--- config.mk ---
export PLATFORM = sky130hd
export DESIGN_NAME = fifo_read_ctrl_burst
export DESIGN_NICKNAME = d
export VERILOG_FILES = /design/src/rtl/fifo_read_ctrl_burst.sv
export SDC_FILE = /design/constraint.sdc
export NUM_CORES = 1
export LEC_CHECK = 0
export CORE_UTILIZATION = 49
export CTS_BUF_LIST = sky130_fd_sc_hd__clkbuf_4 sky130_fd_sc_hd__clkbuf_8 sky130_fd_sc_hd__clkbuf_16
export CTS_CLUSTER_SIZE = 16
export DETAILED_ROUTE_END_ITERATION = 8
export GPL_ROUTABILITY_DRIVEN = 0
export PLACE_DENSITY = 0.86
export SLEW_MARGIN = 20
export SYNTH_ARGS = -nofsm -noshare
export SYNTH_HDL_FRONTEND = slang
export SYNTH_SLANG_ARGS = --single-unit
--- constraint.sdc ---
create_clock -name clk -period 8.8 [get_ports clk]
set_input_delay 0.88 -clock clk [delete_from_list [all_inputs] [get_ports clk]]
set_output_delay 0.88 -clock clk [all_outputs]
set_load 0.005 [all_outputs]
--- src/rtl/fifo_read_ctrl_burst.sv ---
// Read-side controller for the dual-clock packet FIFO (read clock domain).
// Keeps the binary/Gray read pointers and the empty / almost-empty flags,
// reports the fill level, and runs an atomic burst of rlen back-to-back reads.
module fifo_read_ctrl_burst #(
  parameter int PTR_SZ    = 2,
  parameter int AE_THRESH = 1
) (
  input  logic              clk,
  input  logic              rst,
  input  logic              rinc,
  input  logic              rburst,
  input  logic [PTR_SZ:0]   rlen,
  input  logic [PTR_SZ:0]   rq2_waddr,
  output logic [PTR_SZ-1:0] raddr,
  output logic [PTR_SZ:0]   raddr_gray,
  output logic              read_en,
  output logic              rempty,
  output logic              raempty,
  output logic [PTR_SZ:0]   rlevel,
  output logic              rbusy,
  output logic              rlast,
  output logic              rerr
);

  localparam logic [PTR_SZ:0] DEPTH  = (PTR_SZ+1)'(2 ** PTR_SZ);
  localparam logic [PTR_SZ:0] AE_LVL = (PTR_SZ+1)'(AE_THRESH);
  localparam logic [PTR_SZ:0] ONE    = (PTR_SZ+1)'(1);

  typedef enum logic {IDLE, BURST} state_t;

  state_t            state_q, state_d;
  logic [PTR_SZ:0]   rbin_q, rbin_d;
  logic [PTR_SZ:0]   cnt_q, cnt_d;
  logic [PTR_SZ:0]   raddr_gray_q, raddr_gray_d;
  logic              rempty_q, rempty_d;
  logic              raempty_q, raempty_d;

  logic [PTR_SZ:0]   wbin;
  logic [PTR_SZ:0]   lvl_next;
  logic              burst_bad;
  logic              ren_raw;
  logic              err_raw;
  logic              last_raw;

  // Gray-to-binary of the synchronised write pointer: bit i is the XOR of bits PTR_SZ..i.
  genvar gi;
  generate
    for (gi = 0; gi <= PTR_SZ; gi++) begin : g_g2b
      assign wbin[gi] = ^rq2_waddr[PTR_SZ:gi];
    end
  endgenerate

  // Next-state, strobes, level and flag logic.
  always_comb begin
    state_d   = state_q;
    cnt_d     = cnt_q;
    ren_raw   = 1'b0;
    err_raw   = 1'b0;
    last_raw  = 1'b0;

    rlevel    = wbin - rbin_q;
    burst_bad = (rlen == '0) || (rlen > DEPTH) || (rlen > rlevel);

    case (state_q)
      IDLE: begin
        if (rburst) begin
          // A burst request takes priority; no single read is issued this cycle.
          if (burst_bad) begin
            err_raw = 1'b1;
          end else begin
            cnt_d   = rlen;
            state_d = BURST;
          end
        end else if (rinc) begin
          ren_raw = !rempty_q;
        end
      end
      BURST: begin
        // Availability of rlen words was checked on entry and the write
        // pointer never retreats, so every burst cycle reads.
        ren_raw = 1'b1;
        cnt_d   = cnt_q - ONE;
        if (cnt_q == ONE) begin
          last_raw = 1'b1;
          state_d  = IDLE;
        end
      end
      default: begin
        state_d = IDLE;
      end
    endcase

    // Strobes are held low for the whole time reset is asserted.
    read_en = ren_raw & rst;
    rerr    = err_raw & rst;
    rlast   = last_raw & rst;

    rbin_d       = rbin_q + {{PTR_SZ{1'b0}}, read_en};
    raddr_gray_d = rbin_d ^ (rbin_d >> 1);
    lvl_next     = wbin - rbin_d;
    rempty_d     = (raddr_gray_d == rq2_waddr);
    raempty_d    = (lvl_next <= AE_LVL);
  end

  // State, pointer and flag registers with asynchronous active-low reset.
  always_ff @(posedge clk or negedge rst) begin
    if (!rst) begin
      state_q      <= IDLE;
      cnt_q        <= '0;
      rbin_q       <= '0;
      raddr_gray_q <= '0;
      rempty_q     <= 1'b1;
      raempty_q    <= 1'b1;
    end else begin
      state_q      <= state_d;
      cnt_q        <= cnt_d;
      rbin_q       <= rbin_d;
      raddr_gray_q <= raddr_gray_d;
      rempty_q     <= rempty_d;
      raempty_q    <= raempty_d;
    end
  end

  assign raddr      = rbin_q[PTR_SZ-1:0];
  assign raddr_gray = raddr_gray_q;
  assign rempty     = rempty_q;
  assign raempty    = raempty_q;
  assign rbusy      = (state_q == BURST);

endmodule

* After elaboration in Yosys (flattened, before gate mapping)
Cells that the tools add are included.
Operators by class: add/subtract/negate cells 4, $lt $le $gt $ge 3, equal/unequal tests 4, multiplexer cells 15, bitwise logic cells 5, reductions and logical operators 7
Operators with widths (number):
- 2-to-1 mux 1 bit | 10
- 2-to-1 mux 3 bit | 2
- case mux 3 bit (2 select lines) | 1
- subtractor 3 bit | 2
- != test 2 bit (second input constant) | 2
- case mux 1 bit (2 select lines) | 2
- adder 3 x 1 -> 3 bit | 1
- bitwise AND 1 bit | 3
- equality test 3 x 1 -> 1 bit (second input constant) | 1
- equality test 3 bit | 1
- > comparator 3 bit | 1
- > comparator 3 bit (second input constant) | 1
- less-or-equal comparator 3 x 1 -> 1 bit (second input constant) | 1
- zero test 3 bit | 1
- XOR reduction 3 bit | 1
- subtractor 3 x 1 -> 3 bit (second input constant) | 1
- bitwise XOR 3 x 2 -> 3 bit | 1
- logical OR 1 bit | 2
- AND reduction 2 bit | 1
- XOR reduction 2 bit | 1
- zero test 1 bit | 1
- NOT 1 bit | 1
Storage, ports and cells: flip-flop bits (word level) 12, input bits 10, output and inout port bits 14, word-level logic and storage cells 44

* Depth between registers and ports, before layout
Gate-level depths: netlist of run 1.
word-level depth 8, mapped depth 13, depth with buffers taken out 12

* Worst setup path before layout of run 1
Ideal clock, no wire load.
path kind input to output, start point input port rq2_waddr[2], end point output port rerr, arrival 3330 ps, required time 7920 ps, setup slack 4590 ps, stages 12, path buffers 1, cells stage by stage clkbuf_2 -> xor2_1 -> xnor2_1 -> ha_1 -> inv_1 -> fa_1 -> xnor2_1 -> xnor2_1 -> ha_1 -> o21ai_0 -> o21ai_0 -> and4_1
On the way: longest elaborated chain between the ends 8, elaborated cells on any way between the ends 9, those cells by class 1 x add/sub; 1 x order compare; 3 x mux; 1 x bitwise; 3 x reduce/logical
Ends and longest elaborated chain:
- start, declared | line 13 | input logic [PTR_SZ:0] rq2_waddr,
- XOR reduction 3 bit or XOR reduction 2 bit (tied branches) | line 49 | assign wbin[gi] = ^rq2_waddr[PTR_SZ:gi];
- subtractor 3 bit * | line 61 | rlevel = wbin - rbin_q;
- > comparator 3 bit * | line 62 | burst_bad = (rlen == '0) || (rlen > DEPTH) || (rlen > rlevel);
- logical OR 1 bit * | line 62
- 2-to-1 mux 1 bit * | line 68 | if (burst_bad) begin
- 2-to-1 mux 1 bit * | line 66 | if (rburst) begin
- 2-to-1 mux 1 bit * | line 64 | case (state_q)
- bitwise AND 1 bit * | line 95 | rerr = err_raw & rst;
- end, declared | line 22 | output logic rerr
Every way passes the cells marked *; elsewhere a longest branch is shown, timed or not.

* Worst setup path in the final report of run 1
Ends and elaborated chain as after synthesis.

==> results of run 1 <==
-- how the worst max path moves through the flow --
stage | startpoint | to | slack, ns
2_1_floorplan | rq2_waddr[2] | rerr | 4.59
3_3_place_gp | rq2_waddr[2] | rerr | 3.54
3_5_place_dp | rq2_waddr[2] | rerr | 3.38
4_1_cts | rq2_waddr[2] | rerr | 3.38
5_1_grt | rq2_waddr[2] | rerr | 3.08
6_report | rq2_waddr[2] | rerr | 3.42
-- report_power, final --
group	internal, W	switching, W	total [W]	leakage [nW]
clock network	0.0000168	0.0000168	0.0000336	0.0177
logic	0.000146	0.000133	0.000279	0.353
registers	0.0000817	0.0000256	0.000107	0.126
total	0.000244	0.000175	0.000419	0.496
-- worst register-to-register path, cell delays in order (launching register included) --
cell and delay, ns:
dfrtp_1 0.39, ha_1 0.16, inv_1 0.05, fa_1 0.37, xnor2_1 0.21, xnor2_1 0.18, ha_1 0.30, o21ai_0 0.35
o211ai_2 0.18, a311o_1 0.37
-- cells in the final DEF, fill, tap and decap left out, drive strengths merged --
cell           count
o21ai              7
nor2               4
a211oi             2
nand2              4
or3                1
a21oi              1
clkdlybuf4s50     23
o21a               1
a31o               1
and4               1
dfrtp              9
nand2b             1
nor2b              1
nand3              3
a311o              1
clkbuf             3
nor3               2
dfstp              2
nor4b              1
clkinv             1
mux2i              2
inv               14
fa                 2
xnor2              7
ha                 9
xor2               6
o211ai             1
-- sequential cells by signal, summed over array words and instances (netlist names) --
signal,cells
cnt_q,3
raddr_gray,3
raempty,1
rbin_q,2
rbusy,1
rempty,1
-- layout make-up --
type                            instances  area share, %
Inverter                               14           4.79
Sequential cell                        11           25.3
Clock buffer                            3           2.05
Tap cell                               16           1.82
Multi-Input combinational cell         58           44.6
Timing Repair Buffer                   23           21.0
Clock inverter                          1          0.456
-- logic make-up after synthesis --
| kind of cell | Yosys count |
|---|---|
| DFF | 11 |
| adders and majority gates | 11 |
| xor gates and xnor gates | 13 |
| buffers and inverters | 16 |
| and+or+nand+nor | 18 |
| muxes | 2 |
| AOI/OAI and AO/OA | 14 |
-- metrics by stage --
stage,hold slack [ns],std cells
after global routing,0.624,126
after CTS,0.599,126
after detailed placement,0.581,122
after global placement,0.560,122
final,0.600,126
after floorplan,0.535,85
-- routing by layer --
| metal | track usage (%) | wire length, um | part of all wire (%) |
|---|---|---|---|
| met2 | 39.1 | 878 | 54 |
| met5 | 0 | 0 | 0 |
| met3 | 7.66 | 74 | 4.5 |
| met1 | 22.5 | 664 | 41 |
| met4 | 5.45 | 21 | 1.3 |
==> results.py, run 1 <==
metrics = {
    "yosys": {
        "avgSynthCellArea_sq_um": 9.74,
        "synth_area_leader_cell": "dfrtp_1",
        "synthMostInstantiatedCell": "inv_1",
        "ys_types": 27,
        "synthTopCellsByCount": "14 x inv_1, 9 x dfrtp_1, 9 x ha_1, 7 x o21ai_0, 7 x xnor2_1",
        "synthFlopType": "dfrtp_1",
        "yosysSeqAreaShare_pct": 33.5,
        "async_reset_ff_share_pct": 100,
        "ys.warnings.count": 0,
        "synth_edf_count": 0,
        "synthTopCellsByArea": "dfrtp_1 27%, ha_1 14%, xnor2_1 7.4%",
        "muxShareOfSynthArea_pct": 2.42,
        "ys_ff_latch": 11,
        "synthAdderAreaFrac_pct": 18.4,
        "yosysTopAreaCellShare_pct": 27.2,
        "syn_nets": 106,
        "netlist_instances": 85,
        "synth_top_family_by_area": "adder cells",
        "synth-simple-area-share_pct": 11.0,
        "synth_compound_area_share_pct": 12.5,
        "synth_xor_area_share_pct": 14.7,
        "syn_area_sq_um": 828,
    },
    "pwr": {
        "ir_drop_v": 0.000233,
        "finalPower_w": 0.000419,
        "cellPowerDensity_mw_per_mm2": 382,
        "p_leak_nw": 0.496,
    },
    "setup_path": {
        "end_kind": "primary output",
        "path_class": "in -> out",
        "slowest_stage": "clkdlybuf4s50_1",
        "path_cells": "clkdlybuf4s50_1 -> xor2_1 -> xnor2_1 -> ha_1 -> inv_1 -> fa_1 -> xnor2_1 -> xnor2_1 -> ha_1 -> nand3_1 -> o21ai_0 -> o21ai_0 -> and4_1 -> clkdlybuf4s50_1",
        "cp.required_ns": 7.92,
        "cp.buffers_inverters": 3,
        "cp.depth": 14,
        "start_kind": "primary input",
        "arrival_ns": 4.50,
        "cp_max_fo": 5,
        "ff2ff_path_depth": 9,
        "regToRegEndpoint": "cnt_q[0]$_DFFE_PN0P_",
        "slowest_delay_ns": 0.61,
        "path_delay_family": "buffers and inverters",
        "rr_startpoint": "rbin_q[0]$_DFF_PN0_",
        "r2r_slack_ns": 6.13,
        "crit_top_cell": "xnor2_1",
    },
    "cells_and_area": {
        "final_core_util_pct": 71.2,
        "syn2layout_area_growth_pct": 32.5,
        "register_area_sq_um": 278,
        "num-nets-final": 132,
        "fin_area_sq_mm": 0.00110,
        "layout-drive-gt1-share_pct": 9.09,
        "insertedDiodeCount": 0,
        "fillers": 128,
        "multi_input_area_sq_um": 489,
    },
    "sta": {
        "timing_hold_violations_final": 0,
        "period_needed_ns": 5.38,
        "finClkSkew_ns": 0.00130,
        "maxSlewHeadroom_pct": 61.2,
        "tns_ns": 0,
        "setup_viol": 0,
        "setup_slack_ns": 3.42,
        "max_freq_mhz": 186,
        "worst_pin_slew_ns": 0.580,
        "maxSlewViolCount": 0,
        "fin_crit_sh_pct": 61.2,
        "grt_setup_unrepaired": "no",
    },
    "clocking": {
        "root_buffer": "clkbuf_4",
        "post-cts-setup-buffers": 0,
        "cts.sinks": 11,
        "htreeDepth": 1,
        "worstSkewPairLatency_ns": 0.26,
        "cts_tree": "done",
        "clk_path_buf_depth": 2,
        "post_cts_resize_count": 0,
        "postCtsHoldBufs": 0,
        "cts_buffers": 3,
        "clkSlewWorstSetupHoldPaths_ns": 0.07,
    },
    "floorplanning": {
        "dieWidth_um": 43.1,
        "die_y_um": 43.1,
        "std_cell_rows": 14,
        "coreArea_sq_mm": 0.00154,
        "die_area_sq_mm": 0.00186,
        "start_util_pct": 53.7,
        "io-pin-count": 24,
    },
    "global_route": {
        "globalRouteOverflowTotal": 0,
        "grt_max_degree": 15,
        "first_global_vias": 680,
        "track_usage_pct": 21.3,
        "grt_pass1_wl_mm": 2.90,
        "antenna_found_initial": 0,
    },
    "routing": {
        "via_per_inst": 5.29,
        "drt_iter0_markers": 9,
        "antenna_left": 0,
        "wl_mm": 1.64,
        "wire_per_inst_um": 13.0,
        "vias": 667,
        "route.detailed.drc": 0,
        "first_pass_iters": 4,
    },
    "place": {
        "place_ws_ns": 3.38,
        "portBuffers": 23,
        "hpwlAfterDp_mm": 1.38,
        "place_area_sq_mm": 0.00107,
    },
    "hold_path": {
        "min_path_cells": 1,
        "worstHoldEndpoint": "cnt_q[0]$_DFFE_PN0P_",
        "min_from": "cnt_q[0]$_DFFE_PN0P_",
        "hold_class": "reg -> reg",
    },
    "run": {
        "cap_violations": 0,
    },
    "run_status": {
        "outcome": "finished, final reports clean",
    },
}
Note: power is estimated with default switching activity, not from simulation.
==> run 2: changes to the inputs <==
--- a/config.mk
+++ b/config.mk
@@ -5,12 +5,12 @@
 export SDC_FILE = /design/constraint.sdc
 export NUM_CORES = 1
 export LEC_CHECK = 0
-export CORE_UTILIZATION = 49
+export CORE_UTILIZATION = 41
 export CTS_BUF_LIST = sky130_fd_sc_hd__clkbuf_4 sky130_fd_sc_hd__clkbuf_8 sky130_fd_sc_hd__clkbuf_16
 export CTS_CLUSTER_SIZE = 16
 export DETAILED_ROUTE_END_ITERATION = 8
 export GPL_ROUTABILITY_DRIVEN = 0
-export PLACE_DENSITY = 0.86
+export PLACE_DENSITY = 0.77
 export SLEW_MARGIN = 20
 export SYNTH_ARGS = -nofsm -noshare
 export SYNTH_HDL_FRONTEND = slang
==> constraint.sdc (replaced) <==
create_clock -name clk -period 4.9 [get_ports clk]
set_input_delay 0.49 -clock clk [delete_from_list [all_inputs] [get_ports clk]]
set_output_delay 0.49 -clock clk [all_outputs]
set_load 0.005 [all_outputs]
==> run 2 against run 1 <==
Compared with the run above: global-route usage shrank 3.6 points; critical path depth shrank 1; first-iteration DRC count shrank 67%; via count shrank 1.6%; critical endpoint unchanged.
==> results.py, run 2 (synthesis gave the netlist of run 1 again) <==
metrics = {
    "place": {
        "hpwlAfterDp_mm": 1.32,
        "place_area_sq_mm": 0.00109,
        "portBuffers": 23,
        "placedCellCount": 132,
        "place_ws_ns": 0.404,
    },
    "sta": {
        "grt_setup_unrepaired": "no",
        "worst_pin_slew_ns": 0.585,
        "fin_hold_ws_ns": 0.579,
        "fin_crit_sh_pct": 91.1,
        "timing_hold_violations_final": 0,
        "finClkSkew_ns": 0.0102,
        "max_freq_mhz": 224,
        "maxSlewViolCount": 0,
        "setup_slack_ns": 0.435,
        "tns_ns": 0,
        "period_needed_ns": 4.46,
        "maxSlewHeadroom_pct": 60.9,
        "setup_viol": 0,
    },
    "setup_path": {
        "path_class": "in -> out",
        "slowest_delay_ns": 0.53,
        "slowest_stage": "clkdlybuf4s50_1",
        "ff2ff_path_depth": 9,
        "regToRegEndpoint": "cnt_q[0]$_DFFE_PN0P_",
        "crit_top_cell": "xnor2_1",
        "end_kind": "primary output",
        "arrival_ns": 3.97,
        "r2r_slack_ns": 2.27,
        "cp.required_ns": 4.41,
        "start_kind": "primary input",
        "path_cells": "clkdlybuf4s50_1 -> xor2_1 -> xnor2_1 -> ha_1 -> inv_1 -> fa_1 -> xnor2_1 -> xnor2_1 -> ha_1 -> o21ai_0 -> o21ai_0 -> and4_1 -> clkdlybuf4s50_1",
        "cp_max_fo": 4,
        "rr_startpoint": "rbin_q[0]$_DFF_PN0_",
    },
    "clocking": {
        "post_cts_resize_count": 0,
        "cts_tree": "done",
        "clk_path_buf_depth": 2,
        "cts_buffers": 3,
        "postCtsHoldBufs": 0,
        "clkSlewWorstSetupHoldPaths_ns": 0.07,
        "root_buffer": "clkbuf_4",
        "worstSkewPairLatency_ns": 0.26,
        "post-cts-setup-buffers": 0,
        "htreeDepth": 1,
        "cts.sinks": 11,
    },
    "cells_and_area": {
        "layout-drive-gt1-share_pct": 9.91,
        "syn2layout_area_growth_pct": 35.0,
        "num-nets-final": 133,
        "finalNonFillerCells": 136,
        "fin_area_sq_mm": 0.00112,
        "final_cell_mix": "23 x clkdlybuf4s50_1, 14 x inv_1, 9 x ha_1, 9 x dfrtp_1",
        "insertedDiodeCount": 0,
        "layout_commonest_cell": "clkdlybuf4s50_1",
    },
    "routing": {
        "vias": 656,
        "via_per_inst": 4.82,
        "drt_iter0_markers": 3,
        "wire_per_inst_um": 11.6,
        "antenna_left": 0,
        "route.detailed.drc": 0,
        "first_pass_iters": 4,
        "wl_mm": 1.58,
    },
    "pwr": {
        "swShare_pct": 40.6,
        "p_leak_nw": 0.502,
        "seqPwrFrac_pct": 25.4,
        "power.switching_w": 0.000305,
        "cellPowerDensity_mw_per_mm2": 672,
        "clock_power_share_pct": 8.7,
        "power.internal_w": 0.000446,
        "p_comb_share_pct": 66.0,
        "ir_drop_v": 0.000382,
    },
    "floorplanning": {
        "start_util_pct": 46.0,
        "io-pin-count": 24,
        "coreArea_sq_mm": 0.00180,
        "die_y_um": 46.9,
        "dieWidth_um": 46.9,
        "die_area_sq_mm": 0.00220,
        "std_cell_rows": 15,
    },
    "hold_path": {
        "min_path_cells": 2,
        "min_from": "cnt_q[1]$_DFFE_PN0P_",
        "hold_class": "reg -> reg",
        "worstHoldEndpoint": "cnt_q[1]$_DFFE_PN0P_",
    },
    "global_route": {
        "grt_pass1_wl_mm": 2.70,
        "track_usage_pct": 17.6,
        "grt_max_degree": 15,
        "globalRouteOverflowTotal": 0,
        "first_global_vias": 672,
        "antenna_found_initial": 0,
    },
    "run": {
        "cap_violations": 0,
    },
    "run_status": {
        "outcome": "finished, final reports clean",
    },
}
[run 2: cell count changes in the layout (fill, tap and decap cells not counted), sizes merged]
cell,previous run,this run
buf,0,1
clkbuf,3,4
clkinv,1,0
[run 2: area by class of cell]
class / count / area [sq um]
clock buffers: 4 / 30.0
fillers: 164 / 683
inverters: 14 / 52.6
multi-input cells: 58 / 489
flip-flops and latches: 11 / 278
well taps: 25 / 31.3
repair buffers: 24 / 238
[run 2: critical path: cells and delay by family]
family,cells,cell delay [ns]
AOI/OAI and AO/OA,2,0.46
adders and majority gates,3,0.83
and+or+nand+nor,1,0.20
buffers and inverters,3,1.02
xor gates and xnor gates,4,0.99
[run 2: how the worst max path moves through the flow]
stage | to | slack (ns) | from | cells after the start
4_1_cts | rerr | 0.39 | rq2_waddr[1] | 13
5_1_grt | rerr | 0.08 | rq2_waddr[1] | 13
2_1_floorplan | rerr | 1.47 | rq2_waddr[2] | 12
6_report | rerr | 0.44 | rq2_waddr[1] | 13
3_3_place_gp | rerr | 0.45 | rq2_waddr[1] | 13
3_5_place_dp | rerr | 0.40 | rq2_waddr[1] | 13
[run 2: power by group through the flow]
stage                     registers [W]  logic (W)  clock network, W
after global placement         0.000191   0.000482                 0
after floorplan                0.000182   0.000317                 0
after CTS                      0.000191   0.000504         0.0000683
final                          0.000191   0.000496         0.0000651
after global routing           0.000199   0.000564         0.0000734
after detailed placement       0.000192   0.000501                 0
[run 2: metrics by stage]
step / util, % / power (W)
floorplan: - / 0.000500
global placement: 60.4 / 0.000672
detailed placement: 60.4 / 0.000693
CTS: 62.1 / 0.000764
global route: 62.1 / 0.000836
finish: 62.1 / 0.000751
[run 2: per-layer routing]
layer / GRT usage (%) / vias up / wire (um)
met5: 0 / - / 0
met4: 5.14 / 0 / 0
met3: 3.46 / 0 / 65
met2: 33.6 / 16 / 799
met1: 19.6 / 309 / 715
li1: - / 331 / -
